===== config.mk =====
export PLATFORM = sky130hd
export DESIGN_NAME = jtsdram_unshuffle
export DESIGN_NICKNAME = d
export VERILOG_FILES = /design/src/rtl/jtsdram_unshuffle.sv
export SDC_FILE = /design/constraint.sdc
export NUM_CORES = 1
export LEC_CHECK = 0
export ABC_AREA = 1
export BUFFER_PORTS_ARGS = -buffer_cell sky130_fd_sc_hd__buf_4
export CORE_MARGIN = 5
export CORE_UTILIZATION = 35
export DETAILED_ROUTE_END_ITERATION = 12
export REMOVE_ABC_BUFFERS = 1
export SLEW_MARGIN = 5
export SYNTH_ARGS = -nofsm -noshare
export SYNTH_HDL_FRONTEND = slang
export SYNTH_SLANG_ARGS = --single-unit

===== constraint.sdc =====
create_clock -name clk -period 2.7 [get_ports clk]
set_input_delay 0.81 -clock clk [delete_from_list [all_inputs] [get_ports clk]]
set_output_delay 0.81 -clock clk [all_outputs]
set_load 0.01 [all_outputs]

===== src/rtl/jtsdram_unshuffle.sv =====
// Read-side unshuffler: recovers the reference word from a scrambled SDRAM read beat,
// compares it with the expected word and keeps mismatch statistics. Two-stage pipeline, no backpressure.
module jtsdram_unshuffle (
   input  logic        clk,
   input  logic        rst_n,
   input  logic        key_ld,
   input  logic [4:0]  key_in,
   input  logic        clr,
   input  logic        rd_valid,
   input  logic [21:0] rd_addr,
   input  logic [15:0] rd_data,
   input  logic [15:0] exp_data,
   output logic [15:0] dout,
   output logic        dout_valid,
   output logic        mismatch,
   output logic [15:0] err_cnt,
   output logic        err_sticky,
   output logic [21:0] first_addr,
   output logic [15:0] first_got
);

   logic [4:0]  key_q;
   logic        v1_q;
   logic [21:0] a1_q;
   logic [15:0] dat1_q;
   logic [15:0] exp1_q;
   logic [4:0]  k1_q;
   logic [3:0]  p1_q;
   logic [3:0]  p_d;

   logic        v2_q;
   logic [21:0] a2_q;
   logic [15:0] dout_q;
   logic [15:0] dout_d;
   logic        mis_q;
   logic        mis_d;

   logic [15:0] cnt_q;
   logic        sticky_q;
   logic [21:0] faddr_q;
   logic [15:0] fgot_q;

   function automatic logic [3:0] swap4(input logic [3:0] x);
      return {x[2], x[0], x[3], x[1]};
   endfunction

   function automatic logic [3:0] unswap4(input logic [3:0] x);
      return {x[1], x[3], x[0], x[2]};
   endfunction

   // Physical nibble uses the key register as it stands when the beat is accepted.
   always_comb begin
      p_d = key_q[0] ? rd_addr[16:13] : rd_addr[3:0];
      if (key_q[1]) p_d = swap4(p_d);
      if (key_q[3]) p_d = p_d ^ 4'h5;
      if (key_q[4]) p_d = p_d ^ 4'hA;
   end

   always_comb begin
      dout_d = dat1_q;
      if (k1_q[4])           dout_d = dout_d ^ 16'hAAAA;
      if (k1_q[3] ^ p1_q[3]) dout_d = dout_d ^ 16'h5555;
      if (k1_q[2] ^ p1_q[2]) dout_d = {unswap4(dout_d[15:12]), unswap4(dout_d[11:8]), dout_d[7:0]};
      if (k1_q[1] ^ p1_q[1]) dout_d = {dout_d[15:8], unswap4(dout_d[7:4]), unswap4(dout_d[3:0])};
      if (k1_q[0] ^ p1_q[0]) dout_d = {dout_d[7:0], dout_d[15:8]};
      mis_d = (dout_d != exp1_q);
   end

   always_ff @(posedge clk) begin
      if (!rst_n) begin
         key_q    <= '0;
         v1_q     <= 1'b0;
         a1_q     <= '0;
         dat1_q   <= '0;
         exp1_q   <= '0;
         k1_q     <= '0;
         p1_q     <= '0;
         v2_q     <= 1'b0;
         a2_q     <= '0;
         dout_q   <= '0;
         mis_q    <= 1'b0;
         cnt_q    <= '0;
         sticky_q <= 1'b0;
         faddr_q  <= '0;
         fgot_q   <= '0;
      end else begin
         if (key_ld) key_q <= key_in;

         v1_q <= rd_valid;
         if (rd_valid) begin
            a1_q   <= rd_addr;
            dat1_q <= rd_data;
            exp1_q <= exp_data;
            k1_q   <= key_q;
            p1_q   <= p_d;
         end

         v2_q <= v1_q;
         if (v1_q) begin
            dout_q <= dout_d;
            mis_q  <= mis_d;
            a2_q   <= a1_q;
         end

         // clr wins over a mismatch retiring in the same cycle.
         if (clr) begin
            cnt_q    <= '0;
            sticky_q <= 1'b0;
            faddr_q  <= '0;
            fgot_q   <= '0;
         end else if (v2_q && mis_q) begin
            if (cnt_q != 16'hFFFF) cnt_q <= cnt_q + 16'd1;
            if (!sticky_q) begin
               sticky_q <= 1'b1;
               faddr_q  <= a2_q;
               fgot_q   <= dout_q;
            end
         end
      end
   end

   assign dout       = dout_q;
   assign dout_valid = v2_q;
   assign mismatch   = mis_q;
   assign err_cnt    = cnt_q;
   assign err_sticky = sticky_q;
   assign first_addr = faddr_q;
   assign first_got  = fgot_q;

endmodule


---- Word-level counts from Yosys, hierarchy flattened ----
Cells that the tools add are included.
W data, S select, Z words.
storage, ports and cells
  register bits after elaboration ......... 164
  logic and storage cells ................. 41
  bits of input ports ..................... 64
  ROM bits ................................ 0
  memories ................................ 0
  RAM bits ................................ 0
  bits in latches ......................... 0
  output and inout bits ................... 73
cells by class
  bitwise operators ....................... 10
  equal/unequal tests ..................... 2
  $add $sub $neg .......................... 1
  multipliers ............................. 0
  muxes and demuxes ....................... 9
  reductions and logical operators ........ 4
  div/mod/pow operators ................... 0
  order comparisons ....................... 0
  shifts and indexed selects .............. 0
operators by type and width
  operator                 count
  $mux W16                 3
  $add A16 B1 Y16 const B  1
  $ne A16 B16 Y1           1
  $ne A16 B16 Y1 const B   1
  $not A8 Y8               2
  $mux W15                 1
  $mux W4                  3
  $mux W8                  1
  $not A2 Y2               2
  $reduce_and A2 Y1        2
  $xor A1 B1 Y1            4
  $mux W3                  1
  $not A1 Y1               2
  $reduce_or A2 Y1         1
  $logic_and A1 B1 Y1      1

---- Depth between registers and ports, before layout ----
Gate-level depths: netlist of run 1.
  depth after elaboration ................. 8
  depth in mapped cells ................... 14
  gate-level depth less buffers ........... 14

---- Worst setup path before layout of run 1 ----
No wires, ideal clock.
  kind .................................... reg2reg
  start point ............................. register cnt_q[0] (netlist: err_cnt[0])
  end point ............................... register cnt_q[13] (netlist: err_cnt[13])
  required time ........................... 2.584 ns
  stages on the path, launching flop included .. 12
  arrival time ............................ 1.562 ns
  path slack .............................. 1.022 ns
  library setup time ...................... 0.116 ns
  clock period less this slack ............ 1.678 ns
  cell sequence ........................... dfxtp_1 > ha_1 > nand3_1 > nor2_1 > nand3b_1 > nand2_1 > nor2_1 > nand3b_1 > nor2_1 > nand3_1 > nand2_1 > a21oi_1
on the way
  longest elaborated chain between the ends .. 2
ends and longest elaborated chain
  what                                                                     line  source
  from (decl)                                                              38    logic [15:0] cnt_q;
  from (signal assigned)                                                   112   if (cnt_q != 16'hFFFF) cnt_q <= cnt_q + 16'd1;
  parallel branches: the longest is 2 deep, another holds $add A16 B1 Y16  --
Parallel ways; which one is timed is not known.
A chain may end at the register's enable or synchronous reset.

---- Final worst setup path of run 1 ----
  start point ............................. register p1_q[0]
  end point ............................... register mis_q (netlist: mismatch)
on the way
  longest elaborated chain between the ends .. 3
ends and longest elaborated chain
  what                    line  source
  from (decl)             28    logic [3:0] p1_q;
  from (signal assigned)  95    p1_q <= p_d;
  $xor A1 B1 Y1           65    if (k1_q[0] ^ p1_q[0]) dout_d = {dout_d[7:0], dout_d[15:8]};
  $mux W16                65
  $ne A16 B16 Y1          66    mis_d = (dout_d != exp1_q);
  to (signal assigned)    101   mis_q <= mis_d;
  to (decl)               35    logic mis_q;
No other way between the ends.

==> impl_metrics.py, run 1 <==
metrics = {
    "synth": {
        "yosysUniqueCellTypes": 28,
        "synth_top_family_by_area": "simple AND/OR/NAND/NOR gates",
        "synth_compound_area_frac": 0.1896,
        "synth_fa_ha_area_frac": 0.001830,
        "syn_area_um2": 6837,
        "ys_seq_elements": 164,
        "avgSynthCellArea_um2": 7.070,
        "synth_top_flop_cell": "dfxtp_1",
        "syn-instance-count": 967,
        "yosysWarningCount": 0,
        "synth-seq-area-share": 0.4802,
        "synth_edf_count": 0,
        "synth_xor_area_frac": 0.01116,
        "synthMuxAreaShare": 0.001464,
        "async_flop_share": 0,
        "synth-simple-area-share": 0.2396,
    },
    "placement": {
        "numPortBuffers": 136,
        "dp_slack_ps": 477.9,
        "dp_hpwl_mm": 13.30,
        "gp_congestion": 0.8507,
    },
    "timing": {
        "rsz0062_at_grt": "no",
        "max_freq_mhz": 481.9,
        "skew_ps": 10.08,
        "slew_viol_final": 0,
        "finalSetupViolations": 0,
        "report.final.hold_viol_count": 0,
        "final.setup.worst_slack_ps": 624.9,
        "finalCritPeriodShare": 0.7686,
        "setup_tns_ps": 0,
        "tightest_slew_ps": 710.1,
        "period_minus_slack_ps": 2075,
        "maxSlewHeadroom": 0.5243,
    },
    "critical_path": {
        "path_buf_inv": 0,
        "required_ps": 3010,
        "cp.arrival_ps": 2380,
        "rr_startpoint": "p1_q[0]$_SDFFE_PN0P_",
        "path_class": "reg2reg",
        "start_kind": "flip-flop",
        "crit_family": "simple AND/OR/NAND/NOR gates",
        "endpoint_kind": "flip-flop",
        "max_stage_delay_ps": 560,
        "cp_slowest_cell": "xor2_2",
        "r2r_slack_ps": 620,
        "crit_chain": "xor2_2, nand3_1, nand2_1, nand2_1, nand2_1, nand2_1, nor2_1, nand3_1, nor2_1, nor2_1",
        "reg2reg_to": "mismatch$_SDFFE_PN0P_",
        "ff2ff_path_depth": 10,
        "cp_common_cell": "nand2_1",
        "path_max_fanout": 14,
    },
    "floorplan": {
        "die_w_um": 149.8,
        "rows": 51,
        "pin_count": 137,
        "core-area_um2": 19330,
        "start_util": 0.3536,
        "die_y_um": 149.8,
        "dieArea_um2": 22430,
    },
    "clocking": {
        "cts_resized": 0,
        "cts_tree": "yes",
        "clockBufferDepth": 2,
        "htreeDepth": 4,
        "path_clk_slew_ps": 70,
        "post_cts_buffers": 0,
        "clockRootBuffer": "clkbuf_16",
        "clkLatencyLatePin_ps": 420,
        "cts_sinks": 164,
        "holdBufCountCts": 0,
        "cts_made_buffers": 17,
    },
    "grt": {
        "grt_use_total": 0.1708,
        "grt_max_degree": 104,
        "grt_first_pass_wirelength_mm": 30.55,
        "grt_pass1_vias": 6290,
        "antenna_found_initial": 0,
        "grt_overflow_total": 0,
    },
    "pwr": {
        "peakVddDrop_mv": 0.4234,
        "power_leakage_uw": 0.003955,
        "p_per_area_nw_per_um2": 661.0,
    },
    "route": {
        "dr_total_vias": 6480,
        "initialDrtViolationCount": 343,
        "drtPass1Iterations": 5,
        "drt-wirelength-per-cell_um": 13.71,
        "via_per_inst": 4.716,
        "remaining_drc_errors": 0,
        "antenna_left": 0,
        "wl_mm": 18.84,
    },
    "finish": {
        "antenna_cells": 0,
        "final_cell_mix": "dfxtp_1 (164), nand2_1 (159), buf_4 (156), o21ai_0 (154), nor2_1 (152)",
        "multi_input_area_um2": 3048,
        "syn_to_final_growth_pct": 28.48,
        "post-route-util": 0.4543,
        "n_fill_cell": 2007,
        "ff_latch_area_um2": 3283,
        "nets": 1162,
        "final_layout_size_suffix_gt1_frac": 0.1749,
        "layout_commonest_cell": "dfxtp_1",
    },
    "worst_hold_path": {
        "holdPathStages": 2,
        "min_from": "a2_q[7]$_SDFFE_PN0P_",
        "holdPathEnd": "first_addr[7]$_SDFFE_PP0P_",
        "hold_path_class": "reg2reg",
    },
    "run": {
        "drv_cap": 0,
    },
    "status": {
        "run_status": "complete, no violations",
    },
}
[area by class of cell]
class                      count  area share
tap                          265     0.03775
timing repair buffer         158      0.1379
inverter                      89     0.03803
sequential                   164      0.3738
clock buffer                  19     0.05043
multi-input combinational    667      0.3470
clock inverter                12     0.01510
[worst reg2reg max path, stage by stage, from the launching register on]
cell	delay, ps
dfxtp_1	440
xor2_2	560
nand3_1	230
nand2_1	160
nand2_1	60
nand2_1	50
nand2_1	50
nor2_1	140
nand3_1	90
nor2_1	130
nor2_1	50
[metrics by stage]
step	total power [µW]	hold slack, ps	instance area (µm²)	std cells
6_report	5806	451.9	8783	1374
5_1_grt	6097	470.9	8783	1374
4_1_cts	5880	457.8	8783	1374
3_5_place_dp	3480	449.4	8208	1343
3_3_place_gp	3465	441.3	8208	1343
2_1_floorplan	3136	429.1	6650	920
[flip-flops by register name, summed over array words and instances (netlist names), 16 cells and up]
signal,count
a1_q,22
first_addr,22
first_got,16
err_cnt,16
a2_q,22
dout,16
exp1_q,16
dat1_q,16
[synthesized netlist by cell type, types with 2 or more instances]
master,number,area share
dfxtp_1,164,0.48
nand2_1,159,0.087
nor2_1,154,0.085
o21ai_0,154,0.11
a21oi_1,91,0.067
inv_1,88,0.048
nand3_1,79,0.058
clkbuf_1,43,0.024
nor3_1,4,0.0029
xor2_1,4,0.0051
a31oi_1,3,0.0027
nand3b_1,3,0.0033
o211ai_1,3,0.0033
buf_2,2,0.0015
nand4_1,2,0.0018
o21ai_1,2,0.0015
[cells by family after synthesis]
logic type,after synthesis
AOI/OAI and AO/OA,255
xor gates and xnor gates,7
adders and majority gates,1
buffers and inverters,136
DFF,164
muxes,1
and+or+nand+nor,403
[routing by layer]
metal / global-route usage / routed length, µm
met5: 0 / 0
met4: 0.05352 / 212
met3: 0.03725 / 984
met2: 0.2824 / 8644
met1: 0.2234 / 9002
[where the power goes]
| group | switching (µW) | total (µW) | leakage [µW] | internal (µW) |
|---|---|---|---|---|
| logic | 502 | 817 | 0.00233 | 315 |
| registers | 69.3 | 2610 | 0.00135 | 2540 |
| clock network | 998 | 2380 | 0.000275 | 1380 |
| total | 1570 | 5810 | 0.00395 | 4240 |
[worst max-delay path by stage]
stage,start,end,cells past startpoint
floorplan,mismatch$_SDFFE_PN0P_,first_addr[0]$_SDFFE_PP0P_,5
global placement,rst_n,first_addr[6]$_SDFFE_PP0P_,6
detailed placement,rst_n,first_addr[21]$_SDFFE_PP0P_,6
CTS,p1_q[0]$_SDFFE_PN0P_,mismatch$_SDFFE_PN0P_,10
global route,p1_q[0]$_SDFFE_PN0P_,mismatch$_SDFFE_PN0P_,10
finish,p1_q[0]$_SDFFE_PN0P_,mismatch$_SDFFE_PN0P_,10
Note: power is estimated with default switching activity, not from simulation.
==> run 2, diff against run 1 <==
==> constraint.sdc (replaced) <==
create_clock -name clk -period 1.7 [get_ports clk]
set_input_delay 0.51 -clock clk [delete_from_list [all_inputs] [get_ports clk]]
set_output_delay 0.51 -clock clk [all_outputs]
set_load 0.01 [all_outputs]
==> run 2 against run 1 <==
Clock power is 57% higher. The run now ends with setup timing left. Largest power group unchanged. First-iteration DRC count increased by 9.6%. Combinational power rose by 98%. Fmax rose by 14%. Die area stayed put.
==> impl_metrics.py, run 2 (synthesized netlist as in run 1, its figures left out) <==
metrics = {
    "status": {
        "run_status": "finished, violations left",
        "violations": "setup timing",
    },
    "timing": {
        "skew_ps": 12.35,
        "whs_ps": 306.3,
        "slew_viol_final": 0,
        "max_freq_mhz": 550.5,
        "maxSlewHeadroom": 0.7502,
        "rsz0062_at_grt": "yes",
        "setup_tns_ps": -116.7,
        "finalSetupViolations": 1,
        "report.final.hold_viol_count": 0,
        "final.setup.worst_slack_ps": -116.7,
        "period_minus_slack_ps": 1817,
        "tightest_slew_ps": 370.7,
        "finalCritPeriodShare": 1.069,
    },
    "critical_path": {
        "cp.arrival_ps": 2130,
        "reg2reg_to": "mismatch$_SDFFE_PN0P_",
        "endpoint_kind": "flip-flop",
        "r2r_slack_ps": -120,
        "ff2ff_path_depth": 11,
        "path_max_fanout": 9,
        "rr_startpoint": "k1_q[0]$_SDFFE_PN0P_",
        "start_kind": "flip-flop",
        "path_class": "reg2reg",
        "required_ps": 2010,
    },
    "grt": {
        "grt_pass1_vias": 6422,
        "antenna_found_initial": 0,
        "grt_overflow_total": 0,
        "grt_max_degree": 101,
        "grt_first_pass_wirelength_mm": 31.33,
        "grt_use_total": 0.1738,
    },
    "finish": {
        "final_cell_mix": "buf_4 (196), o21ai_0 (154), dfxtp_1 (153), nand2_1 (148), nor2_1 (145)",
        "layout_commonest_cell": "buf_4",
        "syn_to_final_growth_pct": 37.63,
        "n_fill_cell": 2020,
        "fin_cells": 1424,
        "nets": 1211,
        "antenna_cells": 0,
        "final_layout_size_suffix_gt1_frac": 0.2468,
    },
    "floorplan": {
        "dieArea_um2": 22430,
        "rows": 51,
        "pin_count": 137,
        "die_y_um": 149.8,
        "start_util": 0.3536,
        "core-area_um2": 19330,
        "die_w_um": 149.8,
    },
    "route": {
        "remaining_drc_errors": 0,
        "via_per_inst": 4.711,
        "drtPass1Iterations": 5,
        "drt-wirelength-per-cell_um": 13.60,
        "wl_mm": 19.37,
        "initialDrtViolationCount": 376,
        "dr_total_vias": 6708,
        "antenna_left": 0,
    },
    "clocking": {
        "cts_sinks": 164,
        "clockRootBuffer": "clkbuf_16",
        "clockBufferDepth": 2,
        "cts_made_buffers": 17,
        "holdBufCountCts": 0,
        "path_clk_slew_ps": 70,
        "clkLatencyLatePin_ps": 430,
        "htreeDepth": 4,
        "cts_tree": "yes",
    },
    "worst_hold_path": {
        "min_from": "rd_addr[6]",
        "holdPathStages": 3,
        "hold_path_class": "in2reg",
        "holdPathEnd": "a1_q[6]$_SDFFE_PN0P_",
    },
    "placement": {
        "dp_hpwl_mm": 13.79,
        "numPortBuffers": 136,
        "gp_congestion": 0.8832,
        "dp_slack_ps": -246.1,
        "dp_cells": 1385,
    },
    "pwr": {
        "p_per_area_nw_per_um2": 1009,
        "peakVddDrop_mv": 0.6827,
        "power_uw": 9492,
        "power_leakage_uw": 0.004266,
    },
    "run": {
        "drv_cap": 0,
    },
}
==> run 2: changes by cell type in the layout (fill, tap and decap cells not counted), sizes merged <==
cell,change
clkbuf,+3
clkinv,-3
inv,+5
bufinv,-1
buf,+47
clkinvlp,-1
==> run 2: stage by stage <==
step / utilization / instance area, µm²
after floorplan: - / 6650
after global placement: 0.4428 / 8561
after detailed placement: 0.4428 / 8561
after CTS: 0.4751 / 9186
after global routing: 0.4866 / 9409
final: 0.4866 / 9409
==> run 2: critical path, stage by stage (launching register included) <==
cell	delay, ps
dfxtp_4	340
buf_6	120
xor2_4	270
clkbuf_16	210
nand2_1	50
nand2_1	100
xor2_1	170
nand2_1	100
nor2_1	90
nand3_1	80
nor2_1	120
nor2_1	50
==> run 2: layout make-up <==
type | instances | area (µm²) | area share
Clock buffer | 20 | 446.7 | 0.04747
Clock inverter | 12 | 120.1 | 0.01277
Inverter | 89 | 335.3 | 0.03564
Multi-Input combinational cell | 667 | 3198 | 0.3399
Sequential cell | 164 | 3302 | 0.3509
Tap cell | 265 | 331.6 | 0.03524
Timing Repair Buffer | 207 | 1675 | 0.1781
==> run 2: how the worst max path moves through the flow <==
stage	startpoint	to	slack, ps	cells past startpoint
6_report	k1_q[0]$_SDFFE_PN0P_	mismatch$_SDFFE_PN0P_	-120	11
5_1_grt	k1_q[0]$_SDFFE_PN0P_	mismatch$_SDFFE_PN0P_	-220	11
4_1_cts	p1_q[0]$_SDFFE_PN0P_	mismatch$_SDFFE_PN0P_	-10	12
3_5_place_dp	p1_q[0]$_SDFFE_PN0P_	mismatch$_SDFFE_PN0P_	-250	10
3_3_place_gp	p1_q[0]$_SDFFE_PN0P_	mismatch$_SDFFE_PN0P_	-240	10
2_1_floorplan	mismatch$_SDFFE_PN0P_	first_addr[0]$_SDFFE_PP0P_	-1160	5
==> run 2: timing repair <==
item,CTS,global route
gates resized for setup,17,36
endpoints found under the setup margin,3,12
pin swaps,1,14
buffers inserted,0,5
cloned,0,2
==> run 2: report_power, final <==
group | total, µW | leakage [µW] | switching [µW] | internal [µW]
Combinational | 1620 | 0.00264 | 884 | 737
Sequential | 4140 | 0.00135 | 106 | 4030
Clock | 3730 | 0.000273 | 1640 | 2090
Total | 9490 | 0.00427 | 2630 | 6860
==> run 2: metal layers <==
metal / global-route usage / vias to the layer above / routed length (µm)
li1: - / 3530 / -
met1: 0.2311 / 2998 / 9355
met2: 0.2783 / 157 / 8644
met3: 0.04088 / 23 / 993
met4: 0.05901 / 0 / 380
met5: 0 / - / 0
